===== src/rtl/erbium_pkg.sv =====
// Shared Erbium framer definitions: trailer layout, magic word and framer FSM states.
// Pure declarations; no logic and no flow control of its own.
package erbium_pkg;

  localparam logic [31:0] ERBIUM_TRAILER_MAGIC = 32'hE4B1_0001;

  localparam int TRL_W         = 128;
  localparam int TRL_KEEP_W    = TRL_W / 8;
  localparam int TRL_FIELD_W   = 32;
  localparam int TRL_CNT_LSB   = 0;
  localparam int TRL_IDX_LSB   = 32;
  localparam int TRL_MAGIC_LSB = 64;
  localparam int TRL_SAT_BIT   = 96;

  typedef enum logic {
    PASS    = 1'b0,
    TRAILER = 1'b1
  } framer_state_t;

  function automatic logic [TRL_W-1:0] make_trailer(input logic [31:0] cnt,
                                                    input logic [31:0] idx,
                                                    input logic        sat);
    logic [TRL_W-1:0] t;
    t = '0;
    t[TRL_CNT_LSB   +: TRL_FIELD_W] = cnt;
    t[TRL_IDX_LSB   +: TRL_FIELD_W] = idx;
    t[TRL_MAGIC_LSB +: TRL_FIELD_W] = ERBIUM_TRAILER_MAGIC;
    t[TRL_SAT_BIT]                  = sat;
    return t;
  endfunction

endpackage


===== src/rtl/erbium_skid_buffer.sv =====
// 2-entry skid buffer (main output register plus one skid register).
// Latency 1 cycle; in_rdy is registered, drops when the skid fills or hold_nxt requests a stall.
module erbium_skid_buffer #(
  parameter int W = 8
) (
  input  logic         data_clk,
  input  logic         data_rst_n,
  input  logic [W-1:0] in_dat,
  input  logic         in_vld,
  output logic         in_rdy,
  input  logic         hold_nxt,
  output logic [W-1:0] out_dat,
  output logic         out_vld,
  input  logic         out_rdy
);

  logic [W-1:0] main_q, main_d, skid_q, skid_d;
  logic         main_vld_q, main_vld_d, skid_vld_q, skid_vld_d;
  logic         rdy_q, rdy_d;
  logic         in_hs, out_hs;

  assign in_hs  = in_vld & rdy_q;
  assign out_hs = main_vld_q & out_rdy;

  // rdy_q high implies the skid is empty, so a refill from skid and a new input never collide.
  always_comb begin
    main_d     = main_q;
    main_vld_d = main_vld_q;
    skid_d     = skid_q;
    skid_vld_d = skid_vld_q;
    if (!main_vld_q || out_hs) begin
      if (skid_vld_q) begin
        main_d     = skid_q;
        main_vld_d = 1'b1;
        skid_vld_d = 1'b0;
      end else if (in_hs) begin
        main_d     = in_dat;
        main_vld_d = 1'b1;
      end else begin
        main_vld_d = 1'b0;
      end
    end else if (in_hs) begin
      skid_d     = in_dat;
      skid_vld_d = 1'b1;
    end
    rdy_d = ~skid_vld_d & ~hold_nxt;
  end

  always_ff @(posedge data_clk or negedge data_rst_n) begin
    if (!data_rst_n) begin
      main_q     <= '0;
      main_vld_q <= 1'b0;
      skid_q     <= '0;
      skid_vld_q <= 1'b0;
      rdy_q      <= 1'b0;
    end else begin
      main_q     <= main_d;
      main_vld_q <= main_vld_d;
      skid_q     <= skid_d;
      skid_vld_q <= skid_vld_d;
      rdy_q      <= rdy_d;
    end
  end

  assign in_rdy  = rdy_q;
  assign out_dat = main_q;
  assign out_vld = main_vld_q;

endmodule


===== src/rtl/erbium_result_framer.sv =====
// Frames Erbium engine results onto the host stream; ERBIUM_FRAMER_TRAILER_EN appends a status trailer per frame.
// Latency 1 cycle; in_ready_o is registered and held low from engine last until the trailer handshakes.
module erbium_result_framer
  import erbium_pkg::*;
#(
  parameter int G_DATA_BUS_WIDTH = 512
) (
  input  logic                          data_clk,
  input  logic                          data_rst_n,
  input  logic                          clear_i,
  input  logic [G_DATA_BUS_WIDTH-1:0]   in_data_i,
  input  logic                          in_valid_i,
  input  logic                          in_last_i,
  output logic                          in_ready_o,
  output logic [G_DATA_BUS_WIDTH-1:0]   out_tdata_o,
  output logic [G_DATA_BUS_WIDTH/8-1:0] out_tkeep_o,
  output logic                          out_tvalid_o,
  output logic                          out_tlast_o,
  input  logic                          out_tready_i,
  output logic                          frame_done_o,
  output logic [31:0]                   frame_count_o
);

  localparam int W  = G_DATA_BUS_WIDTH;
  localparam int KW = W / 8;

  logic [W:0]  skid_dat;
  logic        skid_vld, skid_out_rdy, hold_nxt;
  logic        in_trl, data_hs, frame_end;
  logic [31:0] beat_cnt_q, frame_idx_q;
  logic        sat_q, done_q;

  erbium_skid_buffer #(.W(W + 1)) u_skid (
    .data_clk   (data_clk),
    .data_rst_n (data_rst_n),
    .in_dat     ({in_last_i, in_data_i}),
    .in_vld     (in_valid_i),
    .in_rdy     (in_ready_o),
    .hold_nxt   (hold_nxt),
    .out_dat    (skid_dat),
    .out_vld    (skid_vld),
    .out_rdy    (skid_out_rdy)
  );

  assign skid_out_rdy = out_tready_i & ~in_trl;
  assign data_hs      = skid_vld & skid_out_rdy;

`ifdef ERBIUM_FRAMER_TRAILER_EN
  framer_state_t state_q;
  logic          blk_q, trl_hs;
  logic [W-1:0]  trl_dat;

  assign in_trl    = (state_q == TRAILER);
  assign trl_hs    = in_trl & out_tready_i;
  assign frame_end = trl_hs;
  // Block the engine from its last beat until the trailer leaves, so the skid never mixes frames.
  assign hold_nxt  = (in_valid_i & in_ready_o & in_last_i) | (blk_q & ~trl_hs);

  always_ff @(posedge data_clk or negedge data_rst_n) begin
    if (!data_rst_n) begin
      state_q <= PASS;
      blk_q   <= 1'b0;
    end else begin
      blk_q <= hold_nxt;
      case (state_q)
        PASS:    if (data_hs && skid_dat[W]) state_q <= TRAILER;
        TRAILER: if (out_tready_i) state_q <= PASS;
        default: state_q <= PASS;
      endcase
    end
  end

  always_comb begin
    trl_dat            = '0;
    trl_dat[TRL_W-1:0] = make_trailer(beat_cnt_q, frame_idx_q, sat_q);
    out_tkeep_o        = {KW{skid_vld}};
    if (in_trl) begin
      out_tkeep_o                 = '0;
      out_tkeep_o[TRL_KEEP_W-1:0] = '1;
    end
  end

  assign out_tvalid_o = in_trl | skid_vld;
  assign out_tlast_o  = in_trl;
  assign out_tdata_o  = in_trl ? trl_dat : skid_dat[W-1:0];
`else
  assign in_trl       = 1'b0;
  assign hold_nxt     = 1'b0;
  assign frame_end    = data_hs & skid_dat[W];
  assign out_tvalid_o = skid_vld;
  assign out_tlast_o  = skid_vld & skid_dat[W];
  assign out_tdata_o  = skid_dat[W-1:0];
  assign out_tkeep_o  = {KW{skid_vld}};
`endif

  // The saturated flag marks that at least one beat was not counted.
  always_ff @(posedge data_clk or negedge data_rst_n) begin
    if (!data_rst_n) begin
      beat_cnt_q  <= '0;
      sat_q       <= 1'b0;
      frame_idx_q <= '0;
      done_q      <= 1'b0;
    end else begin
      done_q <= frame_end;
      if (frame_end) begin
        beat_cnt_q <= '0;
        sat_q      <= 1'b0;
      end else if (data_hs) begin
        if (&beat_cnt_q) sat_q <= 1'b1;
        else             beat_cnt_q <= beat_cnt_q + 32'd1;
      end
      if (clear_i)        frame_idx_q <= '0;
      else if (frame_end) frame_idx_q <= frame_idx_q + 32'd1;
    end
  end

  assign frame_done_o  = done_q;
  assign frame_count_o = frame_idx_q;

endmodule

===== config.mk =====
export PLATFORM = sky130hd
export DESIGN_NAME = erbium_result_framer
export DESIGN_NICKNAME = d
export VERILOG_FILES = /design/src/rtl/erbium_pkg.sv /design/src/rtl/erbium_skid_buffer.sv /design/src/rtl/erbium_result_framer.sv
export SDC_FILE = /design/constraint.sdc
export NUM_CORES = 2
export LEC_CHECK = 0
export BUFFER_PORTS_ARGS = -buffer_cell sky130_fd_sc_hd__buf_2
export CORE_AREA = 2 2 436 438
export DETAILED_ROUTE_END_ITERATION = 10
export DIE_AREA = 0 0 438 440
export GPL_TIMING_DRIVEN = 0
export PLACE_DENSITY = 0.4
export SETUP_SLACK_MARGIN = 0.02
export SYNTH_ARGS = -nofsm -noshare
export SYNTH_HDL_FRONTEND = slang
export SYNTH_HIERARCHICAL = 1
export SYNTH_SLANG_ARGS = --single-unit
export TNS_END_PERCENT = 100

===== constraint.sdc =====
create_clock -name data_clk -period 9.2 [get_ports data_clk]
set_clock_uncertainty 0.05 [all_clocks]
set_input_delay 0.46 -clock data_clk [delete_from_list [all_inputs] [get_ports data_clk]]
set_output_delay 0.46 -clock data_clk [all_outputs]
set_load 0.02 [all_outputs]

==> out/summary.md <==
Number of cell instances on the worst register-to-register path: 5. Tracing the worst setup path back leads to its startpoint at u_skid/out_vld. After detailed placement, the total cell area comes to 57900 um^2. The sequential fraction of the synthesis area came out at 0.544. The tools report the met2 track demand over resource in global routing as 0.295. For the post-CTS repair timing setup buffer count, the log shows 0. The later-pin clock latency in the skew report is 760 ps, and the number of port buffers is 1129.

The highest clock frequency the design can meet is 0.380 GHz, and the largest stage delay on the critical path is 560 ps. The number of violations of the max-capacitance limit is 0. The setup slack of the most critical reg-to-reg path came out at 6570 ps. The die covers 193000 um^2. The sort of element at the start of the critical path is a register. The longest clock path from root to sink contains 3 buffers. The share of synthesized registers carrying an async set or reset works out to 1.00. The root buffer selected by CTS was sky130_fd_sc_hd__clkbuf_16. The mean number of vias per cell was 4.20. The mapped netlist covers 48800 um^2. Detailed placement finished with a half-perimeter wire length of 124 mm.

The smallest clock period supported by the final layout is computed as 2630 ps. Primary flip-flop cell chosen by synthesis mapping: sky130_fd_sc_hd__dfrtp_1. Critical path's most frequent cell: sky130_fd_sc_hd__buf_2. The number of gates on the worst path with buffers counted works out to 5. In the final layout, flip-flops and latches occupy 26600 um^2.

Setup repair after global routing left no endpoint under its margin. Clock-pin slew was measured on the worst setup and hold paths at 60 ps. For the total routing resource utilization after global routing, the log shows 0.169.

The synthesis-to-finish area growth was 38.5%; the residual DRC count was 0. The starting density of the core was 0.259. Walking the worst path, the cells encountered are nand4b_1 -> buf_2 -> buf_2 -> buf_2 -> mux2_2. For this design the static power due to leakage is 32.0 nW. For the worst setup path, the data arrival time is 3190 ps. In the layout the commonest cells are 1239 x sky130_fd_sc_hd__buf_2, 1076 x sky130_fd_sc_hd__mux2_2, 1061 x sky130_fd_sc_hd__dfrtp_1, 515 x sky130_fd_sc_hd__dlygate4sd3_1, 470 x sky130_fd_sc_hd__mux2_4.

The first global-routing pass estimated 240 mm of wire. The number of nets in the synthesized netlist is 3529. The global routing stage identified its most utilized layer as met2. The highest-delay cell along the critical path was sky130_fd_sc_hd__dfrtp_2. For the worst setup path, the data required time is 9760 ps.

The share of the cycle needed by the critical path after routing came out at 0.286. Final hold analysis gives a worst-case slack of 79.3 ps. The synthesis-stage register bit count came out at 1062. The gate count after technology mapping was 3010.

The sum of routed wire length over all layers was 167 mm; the vertical die dimension was 440 um. The classification of the worst setup path was register to register. The number of nets with antenna violations after detailed routing was 0; the core area was 189000 um^2. Kind of capture point of the worst setup path: a register.

In the final layout, the multi-input gates occupy 20100 um^2. For this block, the initial DRC count from the detailed router was 1034. The tools report the terminus of the critical flop-to-flop path as u_skid/skid_q[428]. Entering global routing, the biggest net connects 152 pins. The row count is 160, and the initial antenna violation count is 33. In this run the horizontal extent of the chip is 438 um.

The detailed router placed 31251 vias in this run. The final number of hold-violating endpoints is 0, and the first-pass iteration count of the detailed router is 4. After routing the design area is 67600 um^2. Counting the fill cells in the layout gives 18627. The average wire length per cell after detail routing works out to 22.4 um. The peak ir drop on the vdd network came out at 0.139 mV.

The transition time at the pin with the least slew margin is 917 ps. The termination of the worst setup path was u_skid/skid_q[428]. The total power density per cell area is 249 nW/um^2. For this run, the number of Yosys warnings is 6. At the placement stage, the worst setup path has a slack of 6430 ps. After the last flow step, the layout net total stands at 5321. The relative max-transition margin is 0.389, and the number of levels the H-tree was split into is 4. The run gives 6570 ps as the final worst slack. The number of buffers inserted during clock tree synthesis was 137.

TritonCTS built the clock tree. The fraction of layout instances using a drive strength above 1 is 0.641. The number of distinct library cell variants in the gate-level netlist after synthesis was 42; the setup TNS after final layout was 0 ps. The top fanout value on the critical path works out to 13.

Worst min-delay path class: input port to register. For this design the top-level I/O count stands at 1130. Max-slew violation total from the final report: 0. For the number of endpoints failing setup at the final stage, the log shows 0. The global routing met1 resource utilization is 0.200.

The flow ran to the end, and the final reports show no timing, DRC or antenna violations. The number of non-filler instances in the completed layout is 7435. The tools report the startpoint of the most critical register-to-register path as u_skid/out_vld. At the end of routability-driven placement, the weighted congestion stood at 0.770.

In this run, placement finished with an instance count of 6659. Leaving out fill and tap cells, the most frequent cell in the layout is sky130_fd_sc_hd__buf_2. The run gives 0.0455 as the fraction of met3 tracks used by global routing.

CTS saw 1062 sinks. The combined buffer and inverter count along the critical path came out at 3. The run gives 0 as the residual overflow from global routing.

The via count of the first global-routing pass was 33123; the synthesized area per cell was 16.2 um^2. In this design, the largest share of critical-path delay is due to buffers and inverters. Number of enable-type register cells in the synthesized netlist: 0.
==> worst min-delay path: stages <==
cell	delay, ps
sky130_fd_sc_hd__buf_2	150
sky130_fd_sc_hd__nor2b_1	110
sky130_fd_sc_hd__mux2_1	130
==> layer usage <==
layer | share of wire | routed length [um]
met2 | 0.51 | 84900
met1 | 0.40 | 66800
met3 | 0.059 | 9790
met4 | 0.030 | 4980
met5 | 0.00023 | 39
==> cell families (layout without fill, tap and decap cells) <==
logic type	count (synthesis)	after routing	synth area share
AOI/OAI and AO/OA	29	29	0.00343
xor gates and xnor gates	9	9	0.00161
adders and majority gates	1	1	0.000256
buffers and inverters	249	2147	0.0438
DFF	1062	1062	0.544
muxes	1548	1548	0.393
other	1	17	0.0000768
and+or+nand+nor	111	111	0.0136
==> flip-flops by register name (all words and copies together), names as in the netlist <==
name               flops
u_skid/skid_q        513
u_skid/out_dat       513
frame_count_o         32
frame_done_o           1
u_skid/skid_vld_q      1
u_skid/in_rdy          1
u_skid/out_vld         1
==> Yosys cell counts, drive strengths merged, types with 2 or more instances <==
| cell | n | area, um^2 |
|---|---|---|
| mux2 | 1548 | 19200 |
| dfrtp | 1062 | 26600 |
| buf | 235 | 2090 |
| nor2 | 20 | 75.1 |
| a21oi | 15 | 78.8 |
| nand3 | 15 | 85.1 |
| nand2 | 13 | 48.8 |
| nand4 | 11 | 87.6 |
| or4 | 11 | 90.1 |
| clkbuf | 9 | 33.8 |
| nor2b | 9 | 56.3 |
| o31ai | 7 | 52.6 |
| xnor2 | 7 | 61.3 |
| nor4 | 6 | 37.5 |
| o21ai | 6 | 30.0 |
| or3 | 6 | 46.3 |
| and3 | 5 | 31.3 |
| inv | 5 | 18.8 |
| and2 | 4 | 25.0 |
| nor3 | 4 | 20.0 |
| and4 | 3 | 26.3 |
| nand2b | 2 | 20.0 |
| xor2 | 2 | 17.5 |
==> power by group <==
group / switching (mW) / internal, mW / total, mW
clock: 2.17 / 3.28 / 5.46
combinational: 2.33 / 2.36 / 4.69
sequential: 0.660 / 6.01 / 6.67
total: 5.16 / 11.7 / 16.8
==> worst min-delay path by stage <==
stage          cells after the start                  end  slack (ps)          startpoint
2_1_floorplan                      0     frame_count_o[0]         110          data_rst_n
3_3_place_gp                       1   u_skid/skid_q[326]         430  u_skid/skid_q[326]
3_5_place_dp                       1  u_skid/out_dat[404]         240          data_rst_n
4_1_cts                            2  u_skid/out_dat[292]           9          data_rst_n
5_1_grt                            2   u_skid/skid_q[409]          40          data_rst_n
6_report                           3    frame_count_o[24]          80             clear_i
==> what timing repair did <==
action | in CTS | in global routing
hold endpoints to repair | 1545 | 0
hold buffers | 515 | 0
resized for setup | 0 | 0
==> area by class of cell <==
type | instances | area share
Antenna cell | 16 | 0.000592
Buffer | 244 | 0.0314
Clock buffer | 211 | 0.0617
Clock inverter | 34 | 0.00564
Inverter | 5 | 0.000277
Multi-Input combinational cell | 1699 | 0.298
Sequential cell | 1062 | 0.393
Tap cell | 2511 | 0.0465
Timing Repair Buffer | 1653 | 0.164
==> per-stage QoR <==
step	util	power (mW)
after floorplan	-	9.55
after global placement	0.306	11.3
after detailed placement	0.307	11.3
after CTS	0.358	17.1
after global routing	0.359	17.7
final	0.359	16.8
(Power assumes the default switching activity.)
